File: config.mk
export PLATFORM = sky130hd
export DESIGN_NAME = uart_rx_fifo_flat
export DESIGN_NICKNAME = d
export VERILOG_FILES = /design/src/rtl/uart_rx_fifo_if.sv /design/src/rtl/uart_rx_fifo.sv /design/src/flat_wrapper.sv
export SDC_FILE = /design/constraint.sdc
export NUM_CORES = 1
export LEC_CHECK = 0
export CORE_MARGIN = 1.5
export CORE_UTILIZATION = 55
export CTS_CLUSTER_DIAMETER = 100
export DETAILED_ROUTE_END_ITERATION = 8
export PLACE_DENSITY = 0.73
export SLEW_MARGIN = 5
export SYNTH_ARGS = -nofsm -noshare
export SYNTH_HDL_FRONTEND = slang
export SYNTH_SLANG_ARGS = --single-unit
File: constraint.sdc
create_clock -name clk -period 6.3 [get_ports clk]
set_clock_uncertainty 0.2 [all_clocks]
set_input_delay 1.26 -clock clk [delete_from_list [all_inputs] [get_ports clk]]
set_output_delay 1.26 -clock clk [all_outputs]
set_load 0.02 [all_outputs]
File: src/rtl/uart_rx_fifo_if.sv
// uart_rx_fifo_if: read-side bundle of the UART receiver.
//   master : receiver side; drives the head word, its error flags, rx_valid,
//            fifo_count and overrun; takes rx_ready and clr_overrun.
//   slave  : consumer side; mirror of master.
interface uart_rx_fifo_if #(
  parameter int DATA_BITS  = 8,
  parameter int FIFO_DEPTH = 8
);
  logic [DATA_BITS-1:0]               rx_data;
  logic                               rx_frame_err;
  logic                               rx_parity_err;
  logic                               rx_break;
  logic                               rx_valid;
  logic                               rx_ready;
  logic [$clog2(FIFO_DEPTH+1)-1:0]    fifo_count;
  logic                               overrun;
  logic                               clr_overrun;

  modport master (
    output rx_data, rx_frame_err, rx_parity_err, rx_break, rx_valid,
           fifo_count, overrun,
    input  rx_ready, clr_overrun
  );

  modport slave (
    input  rx_data, rx_frame_err, rx_parity_err, rx_break, rx_valid,
           fifo_count, overrun,
    output rx_ready, clr_overrun
  );
endinterface

File: src/rtl/uart_rx_fifo.sv
// uart_rx_fifo: oversampled UART receiver with majority-voted bit recovery,
// configurable frame format and a first-word-fall-through receive FIFO.
//   clk, rst : system clock, asynchronous active-high reset
//   rx       : serial input (asynchronous, idles high)
//   rx_if    : head word + frame/parity/break flags, rx_valid/rx_ready pop
//              handshake, fifo_count, sticky overrun with clr_overrun
//
// state  | meaning
// IDLE   | line idle, waiting for a synchronised falling edge
// START  | validating the start bit (voted 1 = glitch)
// DATA   | shifting in DATA_BITS bits, LSB first
// PARITY | checking the parity bit
// STOP   | sampling STOP_BITS stop bits; push on the last decision
module uart_rx_fifo #(
  parameter int CLK_VAL_MHZ = 50,
  parameter int BAUD_RATE   = 115200,
  parameter int OVERSAMPLE  = 16,
  parameter int DATA_BITS   = 8,
  parameter int PARITY      = 0,
  parameter int STOP_BITS   = 1,
  parameter int FIFO_DEPTH  = 8
) (
  input  logic               clk,
  input  logic               rst,
  input  logic               rx,
  uart_rx_fifo_if.master     rx_if
);

  localparam int TICK_DIV = (CLK_VAL_MHZ * 1000000) / (BAUD_RATE * OVERSAMPLE);
  localparam int TW = (TICK_DIV > 1) ? $clog2(TICK_DIV) : 1;
  localparam int SW = $clog2(OVERSAMPLE);
  localparam int CW = $clog2(FIFO_DEPTH + 1);
  localparam int PW = $clog2(FIFO_DEPTH);
  localparam int WW = DATA_BITS + 3;

  localparam logic [TW-1:0] TICK_RELOAD = TW'(TICK_DIV - 1);
  localparam logic [SW-1:0] SAMP_A      = SW'(OVERSAMPLE / 2 - 1);
  localparam logic [SW-1:0] SAMP_B      = SW'(OVERSAMPLE / 2);
  localparam logic [SW-1:0] SAMP_C      = SW'(OVERSAMPLE / 2 + 1);
  localparam logic [SW-1:0] SAMP_LAST   = SW'(OVERSAMPLE - 1);

  typedef enum logic [2:0] {
    S_IDLE, S_START, S_DATA, S_PARITY, S_STOP
  } state_e;

  state_e                 state_q, state_d;
  logic                   rx_meta_q, rx_meta_d;
  logic                   rx_sync_q, rx_sync_d;
  logic                   rx_prev_q, rx_prev_d;
  logic [TW-1:0]          tick_cnt_q, tick_cnt_d;
  logic [SW-1:0]          samp_q, samp_d;
  logic                   s0_q, s0_d;
  logic                   s1_q, s1_d;
  logic [3:0]             bit_cnt_q, bit_cnt_d;
  logic [DATA_BITS-1:0]   shift_q, shift_d;
  logic                   par_err_q, par_err_d;
  logic                   frm_err_q, frm_err_d;
  logic                   all_zero_q, all_zero_d;

  logic [WW-1:0]          mem_q [FIFO_DEPTH];
  logic [WW-1:0]          mem_d [FIFO_DEPTH];
  logic [PW-1:0]          wr_ptr_q, wr_ptr_d;
  logic [PW-1:0]          rd_ptr_q, rd_ptr_d;
  logic [CW-1:0]          count_q, count_d;
  logic                   overrun_q, overrun_d;

  logic                   tick;
  logic                   rx_fall;
  logic                   voted;
  logic                   par_calc;
  logic                   push_req;
  logic [WW-1:0]          push_word;
  logic                   rx_valid;
  logic                   do_pop;
  logic                   do_push;
  logic                   full;
  logic [WW-1:0]          head;

  assign tick    = (tick_cnt_q == '0);
  assign rx_fall = rx_prev_q & ~rx_sync_q;
  // Third sample is taken live at the decision tick.
  assign voted    = (s0_q & s1_q) | (s0_q & rx_sync_q) | (s1_q & rx_sync_q);
  assign par_calc = (^shift_q) ^ voted;

  // Receive FSM, tick generator and bit sampler
  always_comb begin
    rx_meta_d  = rx;
    rx_sync_d  = rx_meta_q;
    rx_prev_d  = rx_sync_q;
    state_d    = state_q;
    tick_cnt_d = tick ? TICK_RELOAD : tick_cnt_q - TW'(1);
    samp_d     = samp_q;
    s0_d       = s0_q;
    s1_d       = s1_q;
    bit_cnt_d  = bit_cnt_q;
    shift_d    = shift_q;
    par_err_d  = par_err_q;
    frm_err_d  = frm_err_q;
    all_zero_d = all_zero_q;
    push_req   = 1'b0;
    push_word  = {all_zero_q & ~voted, par_err_q, frm_err_q | ~voted, shift_q};

    if (state_q == S_IDLE) begin
      if (rx_fall) begin
        // Realign the tick phase to the start edge.
        tick_cnt_d = TICK_RELOAD;
        samp_d     = '0;
        bit_cnt_d  = '0;
        par_err_d  = 1'b0;
        frm_err_d  = 1'b0;
        all_zero_d = 1'b1;
        state_d    = S_START;
      end
    end else if (tick) begin
      samp_d = (samp_q == SAMP_LAST) ? '0 : samp_q + SW'(1);
      if (samp_q == SAMP_A) s0_d = rx_sync_q;
      if (samp_q == SAMP_B) s1_d = rx_sync_q;
      if (samp_q == SAMP_C) begin
        case (state_q)
          S_START: begin
            state_d = voted ? S_IDLE : S_DATA;
          end
          S_DATA: begin
            shift_d    = {voted, shift_q[DATA_BITS-1:1]};
            all_zero_d = all_zero_q & ~voted;
            if (bit_cnt_q == 4'(DATA_BITS - 1)) begin
              bit_cnt_d = '0;
              state_d   = (PARITY != 0) ? S_PARITY : S_STOP;
            end else begin
              bit_cnt_d = bit_cnt_q + 4'd1;
            end
          end
          S_PARITY: begin
            all_zero_d = all_zero_q & ~voted;
            // Odd parity expects the XOR over data+parity to be 1.
            par_err_d  = (PARITY == 1) ? ~par_calc : par_calc;
            state_d    = S_STOP;
          end
          S_STOP: begin
            all_zero_d = all_zero_q & ~voted;
            if (!voted) frm_err_d = 1'b1;
            if (bit_cnt_q == 4'(STOP_BITS - 1)) begin
              push_req  = 1'b1;
              bit_cnt_d = '0;
              state_d   = S_IDLE;
            end else begin
              bit_cnt_d = bit_cnt_q + 4'd1;
            end
          end
          default: state_d = S_IDLE;
        endcase
      end
    end
  end

  // FIFO: word = {break, parity_err, frame_err, data}
  always_comb begin
    rx_valid  = (count_q != '0);
    full      = (count_q == CW'(FIFO_DEPTH));
    do_pop    = rx_valid & rx_if.rx_ready;
    // A pop in the same clk frees the slot the push needs.
    do_push   = push_req & (~full | do_pop);
    mem_d     = mem_q;
    wr_ptr_d  = wr_ptr_q;
    rd_ptr_d  = rd_ptr_q;
    count_d   = count_q;
    overrun_d = overrun_q;

    if (do_push) begin
      mem_d[wr_ptr_q] = push_word;
      wr_ptr_d        = wr_ptr_q + PW'(1);
    end
    if (do_pop) rd_ptr_d = rd_ptr_q + PW'(1);

    case ({do_push, do_pop})
      2'b10:   count_d = count_q + CW'(1);
      2'b01:   count_d = count_q - CW'(1);
      default: count_d = count_q;
    endcase

    if (push_req && full && !do_pop) overrun_d = 1'b1;
    else if (rx_if.clr_overrun)      overrun_d = 1'b0;
  end

  always_ff @(posedge clk or posedge rst) begin
    if (rst) begin
      state_q    <= S_IDLE;
      rx_meta_q  <= 1'b1;
      rx_sync_q  <= 1'b1;
      rx_prev_q  <= 1'b1;
      tick_cnt_q <= '0;
      samp_q     <= '0;
      s0_q       <= 1'b0;
      s1_q       <= 1'b0;
      bit_cnt_q  <= '0;
      shift_q    <= '0;
      par_err_q  <= 1'b0;
      frm_err_q  <= 1'b0;
      all_zero_q <= 1'b0;
      for (int i = 0; i < FIFO_DEPTH; i++) mem_q[i] <= '0;
      wr_ptr_q   <= '0;
      rd_ptr_q   <= '0;
      count_q    <= '0;
      overrun_q  <= 1'b0;
    end else begin
      state_q    <= state_d;
      rx_meta_q  <= rx_meta_d;
      rx_sync_q  <= rx_sync_d;
      rx_prev_q  <= rx_prev_d;
      tick_cnt_q <= tick_cnt_d;
      samp_q     <= samp_d;
      s0_q       <= s0_d;
      s1_q       <= s1_d;
      bit_cnt_q  <= bit_cnt_d;
      shift_q    <= shift_d;
      par_err_q  <= par_err_d;
      frm_err_q  <= frm_err_d;
      all_zero_q <= all_zero_d;
      mem_q      <= mem_d;
      wr_ptr_q   <= wr_ptr_d;
      rd_ptr_q   <= rd_ptr_d;
      count_q    <= count_d;
      overrun_q  <= overrun_d;
    end
  end

  // Outputs read as zero while the FIFO is empty.
  assign head                = mem_q[rd_ptr_q];
  assign rx_if.rx_valid      = rx_valid;
  assign rx_if.rx_data       = rx_valid ? head[DATA_BITS-1:0] : '0;
  assign rx_if.rx_frame_err  = rx_valid & head[DATA_BITS];
  assign rx_if.rx_parity_err = rx_valid & head[DATA_BITS+1];
  assign rx_if.rx_break      = rx_valid & head[DATA_BITS+2];
  assign rx_if.fifo_count    = count_q;
  assign rx_if.overrun       = overrun_q;

endmodule

File: src/flat_wrapper.sv
// flat-port wrapper written by rule: the top's interface ports become plain ports
module uart_rx_fifo_flat 
#(
  parameter int CLK_VAL_MHZ = 50,
  parameter int BAUD_RATE   = 115200,
  parameter int OVERSAMPLE  = 16,
  parameter int DATA_BITS   = 8,
  parameter int PARITY      = 0,
  parameter int STOP_BITS   = 1,
  parameter int FIFO_DEPTH  = 8
)
  (clk, rst, rx, rx_if_rx_data, rx_if_rx_frame_err, rx_if_rx_parity_err, rx_if_rx_break, rx_if_rx_valid, rx_if_fifo_count, rx_if_overrun, rx_if_rx_ready, rx_if_clr_overrun);
  uart_rx_fifo_if #(.DATA_BITS(DATA_BITS), .FIFO_DEPTH(FIFO_DEPTH)) rx_if_i ();
  input  logic clk;
  input  logic rst;
  input  logic rx;
  output wire logic [$bits(rx_if_i.rx_data)-1:0] rx_if_rx_data;
  output wire logic [$bits(rx_if_i.rx_frame_err)-1:0] rx_if_rx_frame_err;
  output wire logic [$bits(rx_if_i.rx_parity_err)-1:0] rx_if_rx_parity_err;
  output wire logic [$bits(rx_if_i.rx_break)-1:0] rx_if_rx_break;
  output wire logic [$bits(rx_if_i.rx_valid)-1:0] rx_if_rx_valid;
  output wire logic [$bits(rx_if_i.fifo_count)-1:0] rx_if_fifo_count;
  output wire logic [$bits(rx_if_i.overrun)-1:0] rx_if_overrun;
  input wire logic [$bits(rx_if_i.rx_ready)-1:0] rx_if_rx_ready;
  input wire logic [$bits(rx_if_i.clr_overrun)-1:0] rx_if_clr_overrun;
  assign rx_if_rx_data = rx_if_i.rx_data;
  assign rx_if_rx_frame_err = rx_if_i.rx_frame_err;
  assign rx_if_rx_parity_err = rx_if_i.rx_parity_err;
  assign rx_if_rx_break = rx_if_i.rx_break;
  assign rx_if_rx_valid = rx_if_i.rx_valid;
  assign rx_if_fifo_count = rx_if_i.fifo_count;
  assign rx_if_overrun = rx_if_i.overrun;
  assign rx_if_i.rx_ready = rx_if_rx_ready;
  assign rx_if_i.clr_overrun = rx_if_clr_overrun;
  uart_rx_fifo #(.CLK_VAL_MHZ(CLK_VAL_MHZ), .BAUD_RATE(BAUD_RATE), .OVERSAMPLE(OVERSAMPLE), .DATA_BITS(DATA_BITS), .PARITY(PARITY), .STOP_BITS(STOP_BITS), .FIFO_DEPTH(FIFO_DEPTH)) u_core (.clk(clk), .rst(rst), .rx(rx), .rx_if(rx_if_i));
endmodule
==> impl_metrics.csv <==
group,metric,value,unit
worst_setup_path,r2r-start,"u_core.tick_cnt_q[0]",
hold_path,hp-class,"reg -> reg",
yosys,synthMuxAreaShare,0.2867,
yosys,yosys_most_used_dff,"dfrtp_1",
cts,worstSkewPairLatency,0.42,ns
drt,ant_nets,0,
cts,post_cts_resized,0,
floorplanning,coreArea,0.01142,mm²
worst_setup_path,setup.worst_path.start_class,"register",
place,gp_congestion,0.8046,
timing,maxSlewViolCount,0,
cts,cts.sink_count,131,
yosys,synth_simple_gate_area_frac,0.08600,
cts,ctsHoldBuffers,0,
cts,cts_setup_buffers,0,
floorplanning,rows,39,
drt,met3_wirelength,384,µm
cts,clk_pin_slew_worst_paths,0.06,ns
yosys,ys_seq_elements,131,
yosys,synthAdderAreaFrac,0.02496,
timing,setup_ws,1.832,ns
drt,first_pass_iters,4,
global_route,grt_pass1_vias,4033,
power_and_ir_drop,power_density,290.8,mW/mm²
timing,timing.final.crit_share,0.7092,
power_and_ir_drop,p_total,0.002146,W
yosys,synth_compound_area_frac,0.03354,
cts,cts_max_level,4,
power_and_ir_drop,irDropWorstVdd,257.3,µV
place,dpl.hpwl,7843,µm
job,drv.max_cap_violation_count,0,
worst_setup_path,end_kind,"output pin",
timing,rsz0062_at_grt,"false",
worst_setup_path,crit_fanout,13,
global_route,grt_max_degree,67,
yosys,synth_edf_count,0,
yosys,async_flop_share,1.000,
yosys,ys_warn_count,0,
layout,drive_gt1_frac,0.3448,
timing,hold_viol,0,
floorplanning,die_w,111.0,µm
timing,fmax,0.2238,GHz
global_route,antenna_found_initial,0,
yosys,synth_top_area_frac,0.4992,
timing,layout_min_cycle_time,4.468,ns
yosys,syn_nets,485,
floorplanning,pin_count,22,
hold_path,hp-start,"u_core.rx_meta_q",
drt,wl_met2,6141,µm
timing,worstMarginPinSlew,1.101,ns
yosys,synth_seq_area_share,0.5115,
timing,fin_hold_ws,0.1554,ns
worst_setup_path,critical_path_class,"reg -> out",
cts,cts_buffers,17,
drt,routed_via_density,6.009,
layout,n_fill_cell,832,
drt,routed_wl,12740,µm
worst_setup_path,critical_path.startpoint,"u_core.rd_ptr_q[0]",
yosys,synth_most_common_cell,"dfrtp_1",
floorplanning,design.die.area,0.01232,mm²
layout,syn_to_final_growth,15.02,%
global_route,grt_usage,0.2327,
yosys,synth_top_family_by_area,"multiplexers",
place,port_buffers,21,
yosys,synth.distinct_cells,56,
global_route,overflow,0,
cts,root_buffer,"clkbuf_16",
yosys,synth.cell_area,0.006416,mm²
place,place_ws,2.224,ns
layout,instances_no_fill,639,
yosys,postSynthAreaPerCell,13.71,µm²
layout,n_antenna_cell,0,
drt,drc,0,
place,dp.cells,608,
cts,cts_tree,"built",
yosys,synth_xor_area_frac,0.02808,
timing,setup_viol,0,
yosys,yosysTopAreaCell,"dfrtp_1",
drt,routedWlPerCell,19.94,µm
worst_setup_path,critPathArrivalTime,3.01,ns
timing,max-slew-margin-rel,0.2660,
yosys,synthTopCellsByCount,"dfrtp_1 (128), mux2_2 (79), mux4_2 (22), nor2_1 (22), mux2_4 (20)",
status,status,"finished clean",
drt,num_vias,3840,
drt,drt_iter0_markers,204,
cts,clockBufferDepth,2,
power_and_ir_drop,p_leak,3.425,nW
floorplanning,die_y,111.0,µm
worst_setup_path,worstPathRequired,4.84,ns
floorplanning,start_util,0.5619,
timing,tns,0,ns
yosys,ys_top_cells_by_area,"dfrtp_1 (50%), mux2_2 (14%), mux4_2 (7.7%)",
drt,routed.top_layer,"met4",
global_route,grt_pass1_wl,21850,µm
layout,fin_nets,501,
yosys,syn-instance-count,468,
drt,wl_met1,6057,µm
-- kinds of logic after synthesis --
logic type / count (synthesis)
flip-flops: 131
adder cells (fa/ha/maj): 13
multiplexers: 136
buffers and inverters: 42
AND/OR/NAND/NOR: 95
AO/OA/AOI/OAI: 32
XOR/XNOR: 19
-- worst max-delay path: stages, from the launching register on --
cell             delay (ns)
dfrtp_1                0.86
buf_4                  0.40
mux4_2                 0.54
mux2i_1                0.18
nor2_1                 0.06
clkdlybuf4s50_1        0.53
-- state kept, by name, summed over array words and instances, names as in the netlist, 3 cells and up --
register / flops
u_core.wr_ptr_q: 3
u_core.shift_q: 8
u_core.rx_if.fifo_count: 4
u_core.rd_ptr_q: 3
u_core.bit_cnt_q: 4
u_core.samp_q: 4
u_core.tick_cnt_q: 5
u_core.mem_q: 88
u_core.state_q: 3
-- power breakdown --
part	internal [W]	switching, W	total [W]	leakage (nW)
Sequential	0.000876	0.0000477	0.000923	1.80
Clock	0.000718	0.000355	0.00107	0.309
Combinational	0.0000640	0.0000865	0.000150	1.32
-- area by class of cell --
class / count / area, µm² / area share
flip-flops and latches: 131 / 3282 / 0.4447
multi-input cells: 295 / 2972 / 0.4027
clock buffers: 21 / 460.4 / 0.06239
repair buffers: 28 / 262.8 / 0.03561
clock inverters: 10 / 180.2 / 0.02442
well taps: 143 / 178.9 / 0.02425
inverters: 11 / 43.79 / 0.005934
-- metrics by stage --
stage,utilization,instance area (µm²)
CTS,0.6463,7380
global route,0.6463,7380
global placement,0.5902,6739
floorplan,-,6416
detailed placement,0.5902,6739
finish,0.6463,7380
-- cell usage in the layout, fill, tap and decap left out, types with 6 or more instances in the layout --
cell type	Yosys	routed
dfrtp_1	128	128
mux2_2	79	79
nor2_1	22	22
mux4_2	22	22
clkdlybuf4s50_1	0	21
mux2_4	20	20
clkbuf_16	0	17
nand2_1	13	13
xnor2_1	12	12
mux2i_1	12	12
ha_1	12	12
inv_1	11	10
o21ai_0	9	9
nor3_1	7	7
buf_4	2	7
nand2b_1	6	6
xor2_1	6	6
-- metal layers --
metal	GRT usage	vias to the layer above
li1	-	1739
met1	0.3256	2026
met2	0.3539	59
met3	0.05686	16
met4	0.09198	0
met5	0	-
-- final timing paths --
check / end / slack, ns / depth (start not counted)
setup / recovery: rx_if_rx_data[2] / 1.83 / 5
setup reg to reg: u_core.rx_if.fifo_count[2] / 3.00 / 12
min in group asynchronous: u_core.rx_if.fifo_count[2] / 0.99 / 2
max in group asynchronous: u_core.mem_q[50] / 3.72 / 3
hold / removal: u_core.rx_prev_d / 0.16 / 0
hold reg to reg: u_core.rx_prev_d / 0.16 / 0
No activity file was read; power rests on OpenSTA's default activity.
